==> src/rtl/axis_pkt_gen.sv <==
// axis_pkt_gen: AXI-Stream packet generator with configurable length, gap and counter payload.
// Define AXIS_PKT_GEN_PRBS_EN to add the PRBS-15 payload selected by the mode input.
module axis_pkt_gen #(
  parameter int DATA_W = 16,
  parameter int LEN_W  = 16,
  parameter int GAP_W  = 8
) (
  input  logic              clk_200,
  input  logic              sys_arstn,
  input  logic              enable,
  input  logic              mode,
  input  logic [LEN_W-1:0]  pkt_len,
  input  logic [GAP_W-1:0]  gap_len,
  output logic [DATA_W-1:0] m_axis_tdata,
  output logic              m_axis_tvalid,
  output logic              m_axis_tlast,
  input  logic              m_axis_tready,
  output logic [31:0]       pkt_cnt,
  output logic              busy,
  output logic [1:0]        state_dbg
);
  // Handshake: a beat transfers on a clock edge where tvalid && tready; once tvalid rises,
  // tvalid, tdata and tlast hold until that transfer, and tvalid never waits on tready.
  typedef enum logic [1:0] {IDLE = 2'd0, SEND = 2'd1, GAP = 2'd2} state_t;

  state_t            state_q, state_d;
  logic [LEN_W-1:0]  beat_q, beat_d, len_q, len_d;
  logic [LEN_W-1:0]  eff_len, beat_inc, data_idx;
  logic [GAP_W-1:0]  gap_q, gap_d, gap_cnt_q, gap_cnt_d;
  logic [31:0]       pkt_cnt_q, pkt_cnt_d;
  logic [DATA_W-1:0] tdata_q, tdata_d;
  logic              tvalid_q, tvalid_d, tlast_q, tlast_d, busy_q, busy_d;
  logic              hs, start, load;

  function automatic logic [DATA_W-1:0] cnt_word(input logic [LEN_W-1:0] idx);
    logic [LEN_W+DATA_W-1:0] w;
    w = {{DATA_W{1'b0}}, idx};
    return w[DATA_W-1:0];
  endfunction

`ifdef AXIS_PKT_GEN_PRBS_EN
  logic [14:0] lfsr_q, lfsr_d, lfsr_next;
  logic        mode_q, mode_d, data_md;

  function automatic logic [DATA_W-1:0] prbs_word(input logic [14:0] s);
    logic [15+DATA_W-1:0] w;
    w = {{DATA_W{1'b0}}, s};
    return w[DATA_W-1:0];
  endfunction

  // x^15 + x^14 + 1, shifting toward the MSB
  assign lfsr_next = {lfsr_q[13:0], lfsr_q[14] ^ lfsr_q[13]};
`else
  logic unused_mode;
  assign unused_mode = mode;
`endif

  assign hs       = tvalid_q && m_axis_tready;
  assign eff_len  = (pkt_len == '0) ? LEN_W'(1) : pkt_len;
  assign beat_inc = beat_q + LEN_W'(1);

  always_comb begin
    state_d   = state_q;
    beat_d    = beat_q;
    len_d     = len_q;
    gap_d     = gap_q;
    gap_cnt_d = gap_cnt_q;
    pkt_cnt_d = pkt_cnt_q;
    tvalid_d  = tvalid_q;
    tlast_d   = tlast_q;
    tdata_d   = tdata_q;
    start     = 1'b0;
    load      = 1'b0;
    data_idx  = '0;
`ifdef AXIS_PKT_GEN_PRBS_EN
    lfsr_d    = hs ? lfsr_next : lfsr_q;
    mode_d    = mode_q;
    data_md   = mode_q;
`endif
    case (state_q)
      IDLE: begin
        if (enable) start = 1'b1;
      end
      SEND: begin
        if (hs) begin
          if (!tlast_q) begin
            beat_d   = beat_inc;
            tlast_d  = (beat_inc == len_q - LEN_W'(1));
            load     = 1'b1;
            data_idx = beat_inc;
          end else begin
            pkt_cnt_d = pkt_cnt_q + 32'd1;
            if (gap_q != '0) begin
              state_d   = GAP;
              gap_cnt_d = gap_q;
              tvalid_d  = 1'b0;
              tlast_d   = 1'b0;
            end else if (enable) begin
              start = 1'b1;
            end else begin
              state_d  = IDLE;
              tvalid_d = 1'b0;
              tlast_d  = 1'b0;
            end
          end
        end
      end
      GAP: begin
        gap_cnt_d = gap_cnt_q - GAP_W'(1);
        if (gap_cnt_q == GAP_W'(1)) begin
          if (enable) start = 1'b1;
          else state_d = IDLE;
        end
      end
      default: begin
        state_d  = IDLE;
        tvalid_d = 1'b0;
        tlast_d  = 1'b0;
      end
    endcase
    // Every packet start (from IDLE, back-to-back or after a gap) relatches the config.
    if (start) begin
      state_d  = SEND;
      len_d    = eff_len;
      gap_d    = gap_len;
      beat_d   = '0;
      tvalid_d = 1'b1;
      tlast_d  = (eff_len == LEN_W'(1));
      load     = 1'b1;
      data_idx = '0;
`ifdef AXIS_PKT_GEN_PRBS_EN
      mode_d   = mode;
      data_md  = mode;
`endif
    end
    if (load) begin
`ifdef AXIS_PKT_GEN_PRBS_EN
      tdata_d = data_md ? prbs_word(lfsr_d) : cnt_word(data_idx);
`else
      tdata_d = cnt_word(data_idx);
`endif
    end
    busy_d = (state_d != IDLE);
  end

  always_ff @(posedge clk_200 or negedge sys_arstn) begin
    if (!sys_arstn) begin
      state_q   <= IDLE;
      beat_q    <= '0;
      len_q     <= LEN_W'(1);
      gap_q     <= '0;
      gap_cnt_q <= '0;
      pkt_cnt_q <= '0;
      tvalid_q  <= 1'b0;
      tlast_q   <= 1'b0;
      tdata_q   <= '0;
      busy_q    <= 1'b0;
    end else begin
      state_q   <= state_d;
      beat_q    <= beat_d;
      len_q     <= len_d;
      gap_q     <= gap_d;
      gap_cnt_q <= gap_cnt_d;
      pkt_cnt_q <= pkt_cnt_d;
      tvalid_q  <= tvalid_d;
      tlast_q   <= tlast_d;
      tdata_q   <= tdata_d;
      busy_q    <= busy_d;
    end
  end

`ifdef AXIS_PKT_GEN_PRBS_EN
  always_ff @(posedge clk_200 or negedge sys_arstn) begin
    if (!sys_arstn) begin
      lfsr_q <= 15'h7FFF;
      mode_q <= 1'b0;
    end else begin
      lfsr_q <= lfsr_d;
      mode_q <= mode_d;
    end
  end
`endif

  assign m_axis_tdata  = tdata_q;
  assign m_axis_tvalid = tvalid_q;
  assign m_axis_tlast  = tlast_q;
  assign pkt_cnt       = pkt_cnt_q;
  assign busy          = busy_q;
  assign state_dbg     = state_q;
endmodule

==> config.mk <==
export PLATFORM = sky130hd
export DESIGN_NAME = axis_pkt_gen
export DESIGN_NICKNAME = d
export VERILOG_FILES = /design/src/rtl/axis_pkt_gen.sv
export SDC_FILE = /design/constraint.sdc
export NUM_CORES = 1
export LEC_CHECK = 0
export BUFFER_PORTS_ARGS = -buffer_cell sky130_fd_sc_hd__buf_2
export CAP_MARGIN = 0
export CORE_MARGIN = 2
export CORE_UTILIZATION = 51
export CTS_BUF_LIST = sky130_fd_sc_hd__clkbuf_4 sky130_fd_sc_hd__clkbuf_8 sky130_fd_sc_hd__clkbuf_16
export CTS_CLUSTER_SIZE = 20
export DETAILED_ROUTE_END_ITERATION = 10
export GPL_ROUTABILITY_DRIVEN = 0
export PLACE_DENSITY = 0.76
export SYNTH_ARGS = -nofsm -noshare
export SYNTH_HDL_FRONTEND = slang
export SYNTH_SLANG_ARGS = --single-unit
==> constraint.sdc <==
create_clock -name clk_200 -period 2.2 [get_ports clk_200]
set_input_delay 0 -clock clk_200 [delete_from_list [all_inputs] [get_ports clk_200]]
set_output_delay 0 -clock clk_200 [all_outputs]
set_load 0.005 [all_outputs]
==> results.cfg <==
[sta]
post-route-worst-setup-slack_ns = -0.0602
grt_setup_unrepaired = yes
max_slew_margin_pct = 53.1
maxClockFrequency_mhz = 442
slew_at_the_pin_closest_to_its_max_slew_limit_ns = 0.703
final.hold.worst_slack_ns = 0.105
timing.final.setup_violations = 1
timing.setup.tns_ns = -0.0602
final_min_period_over_clock_period_pct = 103
hold_viol = 0
finalMaxSlewViolations = 0
period_minus_slack_ns = 2.26
final.setup_skew_ns = 0.0117

[pwr]
vdd.ir_drop.worst_mv = 0.583
p_leak_nw = 3.14
power.density_nw_per_um2 = 969

[detailed_routing]
drt-initial-drc-count = 231
drtAntennaViolNets = 0
via_per_inst = 5.48
total_wirelength_mm = 12.1
wire_per_inst_um = 15.2
vias = 4368
firstDrtPassIters = 6
drc = 0

[logic_synthesis]
yosys-mux-area-fraction_pct = 5.21
post_synthesis_share_of_cell_area_spent_on_xor_and_xnor_gates_pct = 12.1
netlist.top_cell.by_area = dfrtp_1
syn-mean-instance-area_um2 = 10.2
synth_edf_count = 0
synth.most_common_cell = dfrtp_1
postSynth.topFlopCell = dfrtp_1
synth_largest_type_area_fraction_pct = 48.3
synthAdderAreaFrac_pct = 1.21
mappedNetlistArea_um2 = 5180
synthTopCellsByArea = dfrtp_1 (48%), xnor2_1 (7.9%), mux2_2 (5.2%), nand2_1 (4.0%), xor2_1 (3.7%)
syn_inst = 507
synth.top_cells.by_count = dfrtp_1 (100), nand2_1 (55), xnor2_1 (47), nor2_1 (36), nand3_1 (27)
synth_compound_gate_area_share_pct = 9.68
synth_async_sr_flop_share_pct = 100
ys_ff_latch = 101
synth-seq-area-share_pct = 48.8
mappedNetlistNets = 541
synth_simple_gate_area_share_pct = 20.5
synthDistinctLibCells = 57
synthesis.yosys.warnings = 0
main_combinational_cell_family_by_area_after_synthesis = simple AND/OR/NAND/NOR gates

[grt]
grt_remaining_overflow = 0
grt_start_max_net_pins = 66
overall_global_routing_resource_usage_pct = 23.3
vias_in_the_first_global_route = 4310
first_pass_grt_wire_length_mm = 20.5
antenna_found_initial = 0

[status]
failed_checks = negative setup slack
status = finished, violations left

[clocking]
cts_max_path_buffers = 2
clk_pin_slew_worst_paths_ns = 0.10
insertion_delay_ns = 0.38
clock-sinks = 101
numCtsBuffers = 9
cts_tree = built
cts_h_tree_depth = 3
cts_root_cell = clkbuf_8

[run]
max_cap_violations = 0

[place]
port_buffers = 80
dpl_worst_slack_ns = -0.0866
place_hpwl_mm = 8.61

[layout]
n_fill_cell = 765
n_antenna_cell = 0
share_of_final_layout_standard_cells_stronger_than_drive_strength_1_pct = 30.7
nNetsFinal = 693
area_growth_pct = 29.0

[critical_path]
crit_path_end_kind = flop
worst-endpoint-required_ns = 2.50
timing.critical_path.mode_cell = or4_4
crit_path_start_kind = flop
timing.critical_path.cells = or4_4, nor2_4, a21boi_1, or4_4, nor3_2, o2111ai_1, o31ai_2
crit_path_max_incr_delay_ns = 0.56
crit_arrival_ns = 2.56
critPathMaxFanout = 2
cpLargestDelayFamily = simple AND/OR/NAND/NOR gates
critical_path.n_buffers_inverters = 0
critPathKind = reg -> reg
crit_slowest_cell = or4_4

[floorplan]
placeableCoreArea_um2 = 9820
die_x_um = 105
initial_utilization_pct = 52.8
floorplan.die.height_um = 105
core_rows = 36
design.die.area_um2 = 11000
io_pins = 82

[worst_hold_path]
hold_path_class = in -> reg
path summary, 6_finish.rpt:
kind / startpoint / end / slack, ns / depth (start not counted)
max in group asynchronous: sys_arstn / len_q[0] / 1.34 / 3
min reg2reg: pkt_cnt[31] / pkt_cnt[31] / 0.47 / 1
min: enable / m_axis_tvalid / 0.11 / 4
min in group asynchronous: sys_arstn / beat_q[12] / 0.13 / 2
max: gap_q[6] / m_axis_tlast / -0.06 / 7
max reg2reg: gap_q[6] / m_axis_tlast / -0.06 / 7
repair_timing:
item                                    CTS  global route
endpoints found under the setup margin    7            34
setup buffers                             1             2
hold buffers                             25             0
cloned                                    1             0
hold endpoints to repair                 60             0
pin swaps                                 1             1
resized for setup                         5             7
cell usage in the layout, fill, tap and decap left out, types with 9 or more instances in the layout:
master,n
inv_1,11
nand2_1,54
mux2_2,24
o21ai_0,24
nand3_1,27
dfrtp_1,100
nor2_1,35
clkbuf_8,10
xor2_1,22
buf_4,52
o22ai_1,12
and3_1,10
dlygate4sd3_1,25
nor3_1,9
buf_2,79
xnor2_1,45
nand4_1,13
metrics by stage:
| stage | util, % | instance area, µm² | total power [mW] | instances |
|---|---|---|---|---|
| finish | 68.1 | 6690 | 6.48 | 797 |
| global route | 68.1 | 6690 | 6.88 | 797 |
| CTS | 67.6 | 6640 | 6.46 | 795 |
| detailed placement | 62.2 | 6110 | 5.07 | 752 |
| global placement | 62.2 | 6110 | 4.95 | 752 |
| floorplan | - | 5190 | 4.07 | 507 |
tightest hold or removal path, cell delays in order:
cell and delay, ns:
buf_2 0.13, inv_1 0.06, a211o_1 0.14, a21boi_0 0.11
layout make-up:
type | instances | area, µm² | area share [%]
clock buffers | 10 | 138 | 2.06
clock inverters | 6 | 77.6 | 1.16
inverters | 11 | 41.3 | 0.618
multi-input cells | 374 | 2580 | 38.6
flip-flops and latches | 101 | 2530 | 37.8
well taps | 133 | 166 | 2.49
repair buffers | 162 | 1150 | 17.2
where the power goes:
part	internal, mW	switching, mW	leakage, nW	total (mW)
clock	0.579	0.703	0.107	1.28
combinational	1.34	1.23	1.72	2.57
sequential	2.25	0.373	1.32	2.62
total	4.17	2.30	3.14	6.48
registers in the layout, summed over array words and instances, names as in the netlist:
| signal | cells |
|---|---|
| gap_cnt_q | 8 |
| beat_q | 16 |
| state_dbg | 2 |
| len_q | 16 |
| m_axis_tvalid | 1 |
| pkt_cnt | 32 |
| busy | 1 |
| m_axis_tlast | 1 |
| gap_q | 8 |
| m_axis_tdata | 16 |
kinds of logic (layout without fill, tap and decap cells):
kind of cell,Yosys count,after routing
simple gates,196,196
flops,101,101
compound gates,79,79
xor+xnor,70,70
buf+inv,32,189
mux,24,24
fa+ha+maj,5,5
metal layers:
layer  global-route usage (%)  share of wire [%]  vias to the layer above
met5                        0                  0                        -
met4                     8.48                2.2                        0
met3                     4.24                3.7                       23
met2                     39.3                 49                      109
met1                     29.9                 45                     2129
li1                         -                  -                     2107
Power figures use the tool's default switching activity.
